$ cat config.mk
export PLATFORM = sky130hd
export DESIGN_NAME = sonar_uc
export DESIGN_NICKNAME = d
export VERILOG_FILES = /design/src/rtl/sonar_uc.sv
export SDC_FILE = /design/constraint.sdc
export NUM_CORES = 1
export LEC_CHECK = 0
export BUFFER_PORTS_ARGS = -buffer_cell sky130_fd_sc_hd__clkbuf_2
export CAP_MARGIN = 10
export CORE_MARGIN = 2
export CORE_UTILIZATION = 44
export CTS_CLUSTER_SIZE = 24
export DETAILED_ROUTE_END_ITERATION = 8
export PLACE_DENSITY = 0.74
export SLEW_MARGIN = 20
export SYNTH_ARGS = -nofsm -noshare
export SYNTH_HDL_FRONTEND = slang
export SYNTH_SLANG_ARGS = --single-unit
export TNS_END_PERCENT = 5
$ cat constraint.sdc
create_clock -name clock -period 1.3 [get_ports clock]
set_clock_uncertainty 0.05 [all_clocks]
set_input_delay 0.26 -clock clock [delete_from_list [all_inputs] [get_ports clock]]
set_output_delay 0.26 -clock clock [all_outputs]
set_load 0.1 [all_outputs]
$ cat src/rtl/sonar_uc.sv
// rtl/sonar_uc.sv - sonar control unit: ping-pong servo sweep, measure, frame transmit
module sonar_uc #(
    parameter int N_POS   = 8,
    parameter int N_CHARS = 8
) (
    input  logic       clock,
    input  logic       reset,
    input  logic       ligar,
    input  logic       tick_2s,
    input  logic       sensor_pronto,
    input  logic       serial_pronto,
    output logic       medicao,
    output logic       transmissao,
    output logic       limpa_tick_2s,
    output logic       conta_tick_2s,
    output logic [2:0] sel_posicao,
    output logic [2:0] sel_rom,
    output logic [2:0] sel_transmissao,
    output logic       pronto,
    output logic [3:0] db_estado
);

    typedef enum logic [3:0] {
        INICIAL        = 4'd0,
        PREPARA        = 4'd1,
        ESPERA_2S      = 4'd2,
        MEDE           = 4'd3,
        AGUARDA_MEDIDA = 4'd4,
        TRANSMITE      = 4'd5,
        AGUARDA_SERIAL = 4'd6,
        PROX_CHAR      = 4'd7,
        PROX_POSICAO   = 4'd8
    } state_t;

    localparam logic [2:0] LAST_POS  = 3'(N_POS - 1);
    localparam logic [2:0] LAST_CHAR = 3'(N_CHARS - 1);

    state_t     state;
    state_t     next_state;
    logic [2:0] pos;
    logic [2:0] char_idx;
    logic       dir_down;

    always_ff @(posedge clock) begin
        if (reset) begin
            state    <= INICIAL;
            pos      <= 3'd0;
            dir_down <= 1'b0;
            char_idx <= 3'd0;
        end else begin
            state <= next_state;
            case (state)
                PREPARA: begin
                    pos      <= 3'd0;
                    dir_down <= 1'b0;
                    char_idx <= 3'd0;
                end
                PROX_CHAR: char_idx <= char_idx + 3'd1;
                PROX_POSICAO: begin
                    char_idx <= 3'd0;
                    // Stopping the sweep parks the servo back at the origin.
                    if (!ligar) begin
                        pos      <= 3'd0;
                        dir_down <= 1'b0;
                    end else if (!dir_down) begin
                        if (pos == LAST_POS) begin
                            pos      <= pos - 3'd1;
                            dir_down <= 1'b1;
                        end else begin
                            pos <= pos + 3'd1;
                        end
                    end else begin
                        if (pos == 3'd0) begin
                            pos      <= 3'd1;
                            dir_down <= 1'b0;
                        end else begin
                            pos <= pos - 3'd1;
                        end
                    end
                end
                default: ;
            endcase
        end
    end

    always_comb begin
        next_state    = state;
        medicao       = 1'b0;
        transmissao   = 1'b0;
        limpa_tick_2s = 1'b0;
        conta_tick_2s = 1'b0;
        pronto        = 1'b0;
        case (state)
            INICIAL:        if (ligar) next_state = PREPARA;
            PREPARA: begin
                limpa_tick_2s = 1'b1;
                next_state    = ESPERA_2S;
            end
            ESPERA_2S: begin
                conta_tick_2s = 1'b1;
                if (tick_2s) next_state = MEDE;
            end
            MEDE: begin
                medicao    = 1'b1;
                next_state = AGUARDA_MEDIDA;
            end
            AGUARDA_MEDIDA: if (sensor_pronto) next_state = TRANSMITE;
            TRANSMITE: begin
                transmissao = 1'b1;
                next_state  = AGUARDA_SERIAL;
            end
            AGUARDA_SERIAL: begin
                if (serial_pronto)
                    next_state = (char_idx == LAST_CHAR) ? PROX_POSICAO : PROX_CHAR;
            end
            PROX_CHAR:      next_state = TRANSMITE;
            PROX_POSICAO: begin
                pronto        = 1'b1;
                limpa_tick_2s = 1'b1;
                next_state    = ligar ? ESPERA_2S : INICIAL;
            end
            default:        next_state = INICIAL;
        endcase
    end

    assign sel_posicao     = pos;
    assign sel_rom         = pos;
    assign sel_transmissao = char_idx;
    assign db_estado       = state;

endmodule

==> flow_metrics.py, run 1 <==
metrics = {
    "floorplan": {
        "die_h_um": 45.07,
        "start_util_pct": 48.13,
        "die_x_um": 45.07,
        "row_count": 14,
        "ios": 24,
    },
    "yosys": {
        "synth-edff-count": 0,
        "muxShareOfSynthArea_pct": 6.745,
        "synthAdderAreaFrac_pct": 11.80,
        "synth_compound_area_share_pct": 19.39,
        "async_flop_share_pct": 0,
        "syn_avg_cell_area_um2": 8.833,
        "ys_warn_count": 0,
        "syn-num-nets": 97,
        "dominantRegCellSynth": "dfxtp_1",
        "synth_top_family_by_area": "compound AO/OA/AOI/OAI gates",
        "yosys.area_share.simple_pct": 19.22,
        "syn_area_um2": 742.0,
        "synth-xor-area-share_pct": 3.541,
        "synth.ff_latch_count": 11,
        "synthCells": 84,
        "synth_cell_types": 32,
        "seq_area_frac_synth_pct": 29.68,
    },
    "cts": {
        "htreeDepth": 1,
        "cts_hold_buffers": 0,
        "cts_buffer_depth": 2,
        "cts.sinks": 11,
        "cts-root-buf": "clkbuf_4",
        "cts_inserted_buffers": 3,
    },
    "placed_design": {
        "post-place-ws_ns": -0.1618,
        "place.gp.congestion": 0.8525,
        "portBuffers": 23,
        "dpl-instance-area_mm2": 0.001330,
        "hpwl_mm": 1.776,
    },
    "grt": {
        "grt_start_max_net_pins": 12,
        "grt_antenna_before_repair": 0,
    },
    "sta": {
        "endpoint_type": "primary output",
        "grt_repair_worst_endpoint": "medicao",
    },
    "outcome": {
        "status": "stopped before the end",
        "stop_error": "[ERROR DPL-0033] detailed placement checks failed during check placement.",
        "flow.stopped_at": "5_1_grt",
    },
}
-- cells by family after synthesis --
kind of cell	count (synthesis)
and+or+nand+nor	25
AOI/OAI and AO/OA	19
buffers and inverters	14
DFF	11
adders and majority gates	7
muxes	5
xor gates and xnor gates	3
-- what timing repair did --
action,in CTS
setup endpoints to repair,20
buffers inserted,4
resized for setup,22
pin swaps,5
-- stage by stage --
| stage | instances | util (%) |
|---|---|---|
| CTS | 144 | 94.72 |
| global placement | 136 | 86.28 |
| detailed placement | 136 | 86.28 |
| floorplan | 84 | - |
-- cells in the mapped netlist, drive strengths merged (2+ instances only) --
cell type	instances	area share (%)
nand2	5	2.5
buf	7	6.1
nor2	5	2.5
o22ai	3	2.5
nor3b	4	4.0
mux2i	5	6.7
a21oi	3	2.0
ha	7	12
dfxtp	11	30
a22oi	2	2.0
inv	6	3.0
xor2	2	2.4
o21ai	4	2.7
nor3	5	3.4
==> run 2, diff against run 1 <==
CORE_AREA = 2 2 63 65   (was default)
CORE_MARGIN = default   (was 2)
CORE_UTILIZATION = default   (was 44)
CTS_CLUSTER_SIZE = default   (was 24)
DIE_AREA = 0 0 65 67   (was default)
PLACE_DENSITY = default   (was 0.74)
PLACE_DENSITY_LB_ADDON = 0.15   (was default)
clock period = 1.7 ns   (was 1.3 ns; I/O delays follow)
==> flow_metrics.py, run 2 <==
metrics = {
    "worst_setup_path": {
        "slowest_stage": "dfxtp_2",
        "critPathMaxFanout": 7,
        "cp.required_ns": 1.31,
        "critical_path_class": "register to primary output",
        "endpoint_kind": "primary output",
        "crit_arrival_ns": 1.26,
        "critPathMaxStageDelay_ns": 0.39,
        "critPathLaunchType": "register",
        "crit_chain": "buf_4 -> nor3_2 -> buf_12",
    },
    "floorplan": {
        "die_h_um": 67,
        "ios": 24,
        "core_mm2": 0.003606,
        "die_area_mm2": 0.004355,
        "die_x_um": 65,
        "row_count": 22,
        "start_util_pct": 20.58,
    },
    "yosys": {
        "synth.ff_latch_count": 11,
        "synth-edff-count": 0,
        "netlist.area_leader.share_pct": 29.68,
        "synthTopCellsByArea": "dfxtp_1 (30%), ha_1 (12%), mux2i_1 (6.7%)",
        "seq_area_frac_synth_pct": 29.68,
        "synth_cell_types": 32,
        "ys_warn_count": 0,
        "syn-num-nets": 97,
        "synthCells": 84,
        "yosysTopAreaCell": "dfxtp_1",
        "ys_top_cells_by_count": "dfxtp_1 (11), ha_1 (7)",
        "async_flop_share_pct": 0,
        "syn_avg_cell_area_um2": 8.833,
        "yosysMostFrequentCell": "dfxtp_1",
        "syn_area_um2": 742.0,
        "dominantRegCellSynth": "dfxtp_1",
    },
    "grt": {
        "grt_overflow": 0,
        "grt_pass1_wl_mm": 2.739,
        "grt_pass1_vias": 614,
        "grt_start_max_net_pins": 15,
        "grt_antenna_before_repair": 0,
        "grt_use_total_pct": 8.211,
    },
    "power": {
        "finalPower_mw": 1.055,
        "max-vdd-ir-drop_uv": 308.2,
        "pwr_density_cell_mw_per_mm2": 924.2,
        "p_leak_nw": 0.4896,
    },
    "cts": {
        "clk_latency_ns": 0.24,
        "cts_buffer_depth": 2,
        "cts_tree": "done",
        "cts.sinks": 11,
        "path_clk_slew_ns": 0.06,
        "cts_inserted_buffers": 3,
        "htreeDepth": 1,
        "cts_hold_buffers": 0,
        "cts-root-buf": "clkbuf_8",
    },
    "finish": {
        "multiInputGateArea_um2": 515.5,
        "n_antenna_cell": 0,
        "largest_reg_flops": 4,
        "regArea_um2": 232.7,
        "filler_cell_count": 386,
        "final_cell_mix": "clkbuf_2 (13), buf_4 (8), ha_1 (7), dfxtp_1 (7), buf_12 (7)",
        "drive_gt1_share_pct": 43.52,
        "syn2layout_area_growth_pct": 53.79,
        "nets": 122,
        "mostFrequentLayoutCell": "clkbuf_2",
    },
    "sta": {
        "max_freq_ghz": 0.6074,
        "rsz0062_at_grt": "false",
        "slew_headroom_pct": 63.97,
        "tightest_slew_ns": 0.5428,
        "finalHoldViolCount": 0,
        "finalMaxSlewViolations": 0,
        "setup_viol": 0,
        "fin_setup_tns_ns": 0,
        "timing.final.crit_share_pct": 96.84,
        "period_needed_ns": 1.646,
    },
    "route": {
        "num_vias": 671,
        "drt_pre_antenna_iters": 4,
        "drtIter0Drc": 13,
        "wl_per_cell_um": 10.74,
        "ant_nets": 0,
        "drc": 0,
        "routed_via_density": 4.301,
        "wl_mm": 1.675,
    },
    "placed_design": {
        "portBuffers": 23,
        "place.gp.congestion": 0.7096,
        "hpwl_mm": 1.295,
    },
    "run": {
        "maxCapViolations": 0,
    },
    "outcome": {
        "status": "complete, no violations",
    },
    "hold_path": {
        "hp-class": "input pin to register",
    },
}
-- run 2: cell counts after synthesis --
Identical to the previous run, type by type.
-- run 2: what timing repair did --
item,4_1_cts,5_1_grt
gates cloned,0,0
resized for setup,2,1
pin swaps,0,1
setup buffers,0,1
setup endpoints to repair,2,2
-- run 2: metrics by stage --
stage / utilization (%) / area, um^2 / hold slack (ns) / instances / setup WS, ns
after CTS: 31.37 / 1131 / 0.2525 / 155 / 0.02362
after detailed placement: 29.91 / 1079 / 0.4626 / 151 / 0.1911
after global placement: 29.91 / 1079 / 0.4636 / 151 / 0.2103
after floorplan: - / 815.8 / 0.3550 / 84 / -0.7544
after global routing: 31.64 / 1141 / 0.2558 / 156 / 0.004200
final: 31.64 / 1141 / 0.2545 / 156 / 0.05376
-- run 2: routing by layer --
| layer | up-vias | GRT usage (%) | routed length [um] |
|---|---|---|---|
| li1 | 347 | - | - |
| met1 | 310 | 10.56 | 820 |
| met2 | 12 | 12.63 | 768 |
| met3 | 2 | 2.196 | 77 |
| met4 | 0 | 3.989 | 8 |
| met5 | - | 0 | 0 |
-- run 2: area by class of cell --
type / count / area share, %
Inverter: 6 / 1.974
Multi-Input combinational cell: 59 / 45.18
Tap cell: 48 / 5.263
Clock buffer: 4 / 3.947
Timing Repair Buffer: 28 / 23.25
Sequential cell: 11 / 20.39
-- run 2: final timing paths --
path	startpoint	end	slack, ns	cells after the start
worst max register to register	sel_posicao[0]$_SDFFE_PP0N_	sel_posicao[2]$_SDFFE_PP0N_	0.19	6
worst min-delay path	reset	db_estado[2]$_SDFFE_PP0P_	0.25	2
worst max-delay path	db_estado[1]$_SDFFE_PP0P_	limpa_tick_2s	0.05	3
worst min register to register	db_estado[3]$_SDFFE_PP0P_	db_estado[0]$_SDFFE_PP0P_	0.48	1
-- run 2: cells by family after synthesis --
logic type	after synthesis	synth area share, %
AND/OR/NAND/NOR	25	19.22
adder cells (fa/ha/maj)	7	11.80
flip-flops	11	29.68
XOR/XNOR	3	3.542
multiplexers	5	6.746
AO/OA/AOI/OAI	19	19.39
buffers and inverters	14	9.611
-- run 2: worst max-delay path, delay by kind of cell, from the launching register on --
kind / cells / cell delay, ns
buffers and inverters: 2 / 0.39
flip-flops: 1 / 0.39
AND/OR/NAND/NOR: 1 / 0.23
-- run 2: power by group --
| group | internal (mW) | switching, mW |
|---|---|---|
| clock network | 0.165 | 0.110 |
| logic | 0.164 | 0.289 |
| registers | 0.274 | 0.0529 |
| total | 0.603 | 0.452 |
Power figures use the tool's default switching activity.
==> run 3, diff against run 2 <==
ABC_AREA = 1   (was default)
REMOVE_ABC_BUFFERS = 1   (was default)
==> flow_metrics.py, run 3 <==
metrics = {
    "outcome": {
        "status": "complete, no violations",
    },
    "finish": {
        "filler_cell_count": 385,
        "final_cell_mix": "inv_1 (20), nand2_1 (19), clkbuf_2 (14)",
        "mostFrequentLayoutCell": "inv_1",
        "design_area_mm2": 0.001196,
        "drive_gt1_share_pct": 45.39,
        "syn2layout_area_growth_pct": 41.42,
        "largest_reg_flops": 4,
        "nets": 155,
        "n_antenna_cell": 0,
        "stdcell_count": 189,
    },
    "cts": {
        "htreeDepth": 1,
        "cts_buffer_depth": 2,
        "cts_inserted_buffers": 3,
        "cts.sinks": 11,
        "path_clk_slew_ns": 0.06,
        "cts_hold_buffers": 0,
        "cts-root-buf": "clkbuf_8",
        "cts_tree": "done",
        "clk_latency_ns": 0.24,
    },
    "placed_design": {
        "dp_cells": 184,
        "dpl-instance-area_mm2": 0.001106,
        "portBuffers": 23,
        "hpwl_mm": 1.485,
        "place.gp.congestion": 0.8009,
    },
    "grt": {
        "grt_antenna_before_repair": 0,
        "grt_start_max_net_pins": 8,
        "grt_overflow": 0,
        "grt_pass1_wl_mm": 2.994,
        "grt_use_total_pct": 8.978,
        "grt_pass1_vias": 682,
    },
    "yosys": {
        "synthTopCellsByArea": "dfxtp_1 (26%), ha_1 (10%), inv_1 (9.3%)",
        "yosysTopAreaCell": "dfxtp_1",
        "synth.ff_latch_count": 11,
        "yosysMostFrequentCell": "inv_1",
        "async_flop_share_pct": 0,
        "syn_area_um2": 845.8,
        "synthCells": 113,
        "dominantRegCellSynth": "dfxtp_1",
        "netlist.area_leader.share_pct": 26.04,
        "ys_top_cells_by_count": "inv_1 (21), nand2_1 (20), dfxtp_1 (11)",
        "seq_area_frac_synth_pct": 26.04,
        "ys_warn_count": 0,
        "synth_cell_types": 23,
        "synth-edff-count": 0,
        "syn_avg_cell_area_um2": 7.485,
    },
    "route": {
        "drt-met1-wl_um": 845,
        "wl_mm": 1.781,
        "drtIter0Drc": 15,
        "ant_nets": 0,
        "wl_per_cell_um": 9.423,
        "wl_met3_um": 73,
        "num_vias": 766,
        "routed-wl-met2_um": 834,
        "top_layer": "met4",
        "routed_via_density": 4.053,
        "drc": 0,
        "drt_pre_antenna_iters": 4,
    },
    "sta": {
        "whs_ns": 0.2870,
        "slew_headroom_pct": 63.49,
        "period_needed_ns": 1.644,
        "finalHoldViolCount": 0,
        "timing.final.crit_share_pct": 96.68,
        "setup_viol": 0,
        "tightest_slew_ns": 0.5499,
        "finalMaxSlewViolations": 0,
        "max_freq_ghz": 0.6084,
    },
    "power": {
        "p_sw_uw": 534.5,
        "internal_power_uw": 618.8,
        "seqPwrFrac_pct": 27.6,
        "p_leak_nw": 0.5741,
        "comb_power_share_pct": 48.7,
        "finalPower_mw": 1.153,
        "p_clk_share_pct": 23.7,
        "switching_share_pct": 46.34,
        "pwr_density_cell_mw_per_mm2": 964.1,
        "max-vdd-ir-drop_uv": 244.5,
    },
    "hold_path": {
        "hold_depth": 2,
        "min_from": "reset",
        "hp-class": "input pin to register",
        "hold_path_end": "db_estado[1]$_SDFFE_PP0P_",
    },
    "floorplan": {
        "start_util_pct": 23.46,
        "row_count": 22,
        "ios": 24,
        "die_area_mm2": 0.004355,
        "die_x_um": 65,
        "core_mm2": 0.003606,
        "die_h_um": 67,
    },
    "worst_setup_path": {
        "cp.required_ns": 1.31,
        "crit_arrival_ns": 1.25,
        "critPathLaunchType": "register",
        "r2r-end": "sel_posicao[2]$_SDFFE_PP0N_",
        "crit_chain": "nor2_4 -> and2_4 -> nor2_4 -> inv_2 -> buf_12",
        "critPathMaxFanout": 6,
        "endpoint_kind": "primary output",
        "r2r_start": "sel_posicao[0]$_SDFFE_PP0N_",
        "slowest_stage": "dfxtp_2",
        "cp_common_cell": "nor2_4",
        "critPathMaxStageDelay_ns": 0.41,
        "path_buf_inv": 2,
        "critical_path_class": "register to primary output",
        "rrSetupSlack_ns": 0.15,
        "rr_worst_depth": 8,
        "critical_path.top_delay_family": "flip-flops",
    },
    "run": {
        "maxCapViolations": 0,
    },
}
## run 3: cell count changes in the layout (fill, tap and decap cells not counted), sizes merged, moves of 3 or more
cell / previous run / this run
mux2i: 5 / 0
o21ai: 4 / 7
nand2: 5 / 23
inv: 6 / 24
nor2: 5 / 13
a21oi: 3 / 8
nor3b: 4 / 0
nand3: 1 / 7
nor3: 5 / 2
## run 3: cell type report
type,count,area (um^2),share of cell area (%)
repair buffers,27,234.0,19.56
multi-input cells,75,533.0,44.56
flip-flops and latches,11,232.7,19.46
clock buffers,3,41.29,3.452
well taps,48,60.06,5.021
clock inverters,1,5.005,0.4184
inverters,24,90.09,7.531
## run 3: worst max path at each step
stage / end / slack [ns] / startpoint / depth (start not counted)
floorplan: sel_posicao[2]$_SDFFE_PP0N_ / -1.28 / sel_posicao[0]$_SDFFE_PP0N_ / 8
global placement: sel_posicao[2]$_SDFFE_PP0N_ / 0.17 / sel_posicao[0]$_SDFFE_PP0N_ / 8
detailed placement: sel_posicao[2]$_SDFFE_PP0N_ / 0.15 / sel_posicao[0]$_SDFFE_PP0N_ / 8
CTS: limpa_tick_2s / 0.008 / db_estado[1]$_SDFFE_PP0P_ / 6
global route: limpa_tick_2s / -0.0001 / db_estado[1]$_SDFFE_PP0P_ / 6
finish: limpa_tick_2s / 0.06 / db_estado[3]$_SDFFE_PP0P_ / 5
## run 3: cells by family after synthesis
family	after synthesis	share of synthesized area, %
buffers and inverters	27	13.31
xor gates and xnor gates	1	1.036
AOI/OAI and AO/OA	20	16.86
and+or+nand+nor	47	32.40
adders and majority gates	7	10.35
DFF	11	26.04
## run 3: power groups by stage
stage | Clock [mW] | Combinational, mW | Sequential [mW]
2_1_floorplan | 0 | 0.294 | 0.407
3_3_place_gp | 0 | 0.556 | 0.306
3_5_place_dp | 0 | 0.547 | 0.309
4_1_cts | 0.281 | 0.558 | 0.315
5_1_grt | 0.299 | 0.593 | 0.321
6_report | 0.273 | 0.562 | 0.318
## run 3: layer usage
metal / up-vias / global-route usage [%]
met3: 4 / 2.196
met5: - / 0
met1: 339 / 11.40
li1: 412 / -
met4: 0 / 4.787
met2: 11 / 13.92
## run 3: through the flow
step	setup slack [ns]	setup TNS, ns	util (%)
after global placement	0.1706	0	30.67
after CTS	0.007945	0	32.69
after detailed placement	0.1474	0	30.67
after floorplan	-1.283	-12.65	-
after global routing	-0.0001161	-0.0001161	33.17
final	0.05643	0	33.17
## run 3: timing repair
action,CTS,global route
pin swaps,2,1
gates resized for setup,11,3
setup buffers,0,1
endpoints found under the setup margin,3,3
==> run 4, diff against run 3 <==
CTS_BUF_LIST = sky130_fd_sc_hd__clkbuf_4 sky130_fd_sc_hd__clkbuf_8   (was default)
clock period = 1.4 ns   (was 1.7 ns; I/O delays follow)
==> flow_metrics.py, run 4 (same netlist as run 3, synthesis figures left out) <==
metrics = {
    "cts": {
        "cts_tree": "done",
        "cts_buffer_depth": 2,
        "cts.sinks": 11,
        "cts-root-buf": "clkbuf_8",
        "htreeDepth": 1,
        "cts_inserted_buffers": 3,
        "clk_latency_ns": 0.24,
        "path_clk_slew_ns": 0.05,
    },
    "placed_design": {
        "portBuffers": 23,
        "place.gp.congestion": 0.8513,
        "hpwl_mm": 1.663,
    },
    "grt": {
        "grt_use_total_pct": 9.993,
        "grt_overflow": 0,
        "grt_start_max_net_pins": 8,
        "grt_antenna_before_repair": 0,
        "grt_pass1_wl_mm": 3.270,
        "grt_pass1_vias": 767,
    },
    "finish": {
        "largest_reg_flops": 4,
        "n_antenna_cell": 0,
        "final_cell_mix": "buf_4 (19), nand2_1 (18), buf_12 (18), inv_1 (17), inv_2 (7)",
        "filler_cell_count": 379,
        "mostFrequentLayoutCell": "buf_4",
        "syn2layout_area_growth_pct": 79.44,
        "nets": 172,
        "drive_gt1_share_pct": 56.96,
    },
    "floorplan": {
        "die_h_um": 67,
        "die_x_um": 65,
        "row_count": 22,
        "die_area_mm2": 0.004355,
        "start_util_pct": 23.46,
        "core_mm2": 0.003606,
        "ios": 24,
    },
    "hold_path": {
        "hp-class": "input pin to register",
        "hold_depth": 2,
    },
    "sta": {
        "whs_ns": 0.2476,
        "max_freq_ghz": 0.6561,
        "period_needed_ns": 1.524,
        "setup_slack_ns": -0.1241,
        "setup_viol": 5,
        "rsz0062_at_grt": "true",
        "timing.final.crit_share_pct": 108.9,
        "finalHoldViolCount": 0,
        "tightest_slew_ns": 0.2005,
        "fin_setup_tns_ns": -0.5320,
        "finalMaxSlewViolations": 0,
        "slew_headroom_pct": 86.49,
    },
    "power": {
        "max-vdd-ir-drop_uv": 562.7,
        "p_leak_nw": 0.6880,
        "finalPower_mw": 1.539,
        "pwr_density_cell_mw_per_mm2": 1014,
    },
    "worst_setup_path": {
        "crit_arrival_ns": 1.19,
        "critPathLaunchType": "register",
        "critPathMaxFanout": 6,
        "endpoint_kind": "primary output",
        "cp.required_ns": 1.07,
        "critical_path_class": "register to primary output",
        "rr_worst_depth": 8,
    },
    "route": {
        "wl_mm": 2.005,
        "wl_per_cell_um": 9.733,
        "drc": 0,
        "drt_pre_antenna_iters": 4,
        "drtIter0Drc": 19,
        "routed_via_density": 4.150,
        "num_vias": 855,
        "ant_nets": 0,
    },
    "outcome": {
        "status": "finished, violations left",
        "failed_checks": "negative setup slack",
    },
    "run": {
        "maxCapViolations": 0,
    },
}
[run 4: worst paths after layout]
path	start	to	slack (ns)
worst max-delay path	db_estado[1]$_SDFFE_PP0P_	pronto	-0.12
worst min-delay path	reset	db_estado[1]$_SDFFE_PP0P_	0.25
worst max register to register	sel_posicao[1]$_SDFFE_PP0N_	sel_posicao[2]$_SDFFE_PP0N_	0.02
worst min register to register	sel_transmissao[2]$_SDFFE_PP0P_	sel_transmissao[2]$_SDFFE_PP0P_	0.49
[run 4: timing repair]
action / 4_1_cts / 5_1_grt
setup endpoints to repair: 8 / 9
pin swaps: 3 / 2
hold buffers: 0 / 0
buffers inserted: 2 / 0
resized for setup: 20 / 2
[run 4: per-layer routing]
metal  up-vias  share of wire, %  global-route usage, %
met4         0               1.2                  3.989
met2        11                50                  16.11
met1       395                45                  12.17
met3         4               3.8                  3.378
met5         -                 0                      0
li1        445                 -                      -
[run 4: report_power, final]
| part | switching, mW | leakage, nW | internal, mW |
|---|---|---|---|
| logic | 0.502 | 0.570 | 0.329 |
| registers | 0.0349 | 0.0918 | 0.340 |
| clock network | 0.115 | 0.0262 | 0.219 |
| total | 0.652 | 0.688 | 0.887 |
[run 4: final cells by class]
| type | count | area (um^2) | share of cell area [%] |
|---|---|---|---|
| repair buffers | 44 | 550.5 | 36.27 |
| multi-input cells | 75 | 536.8 | 35.37 |
| clock buffers | 4 | 48.80 | 3.215 |
| inverters | 24 | 90.09 | 5.936 |
| flip-flops and latches | 11 | 231.5 | 15.25 |
| well taps | 48 | 60.06 | 3.957 |
[run 4: metrics by stage]
stage / worst slack (ns) / area (um^2) / utilization (%) / cells
6_report: -0.1241 / 1518 / 42.09 / 206
5_1_grt: -0.1927 / 1518 / 42.09 / 206
4_1_cts: -0.1566 / 1511 / 41.92 / 206
3_3_place_gp: -0.04778 / 1411 / 39.14 / 200
2_1_floorplan: -1.583 / 823.3 / - / 110
3_5_place_dp: -0.08845 / 1411 / 39.14 / 200
[run 4: worst max-delay path: stages (launching register included)]
cell	delay, ns
dfxtp_4	0.37
nor2_4	0.10
nand2_2	0.07
nor2_4	0.14
buf_6	0.12
buf_12	0.16
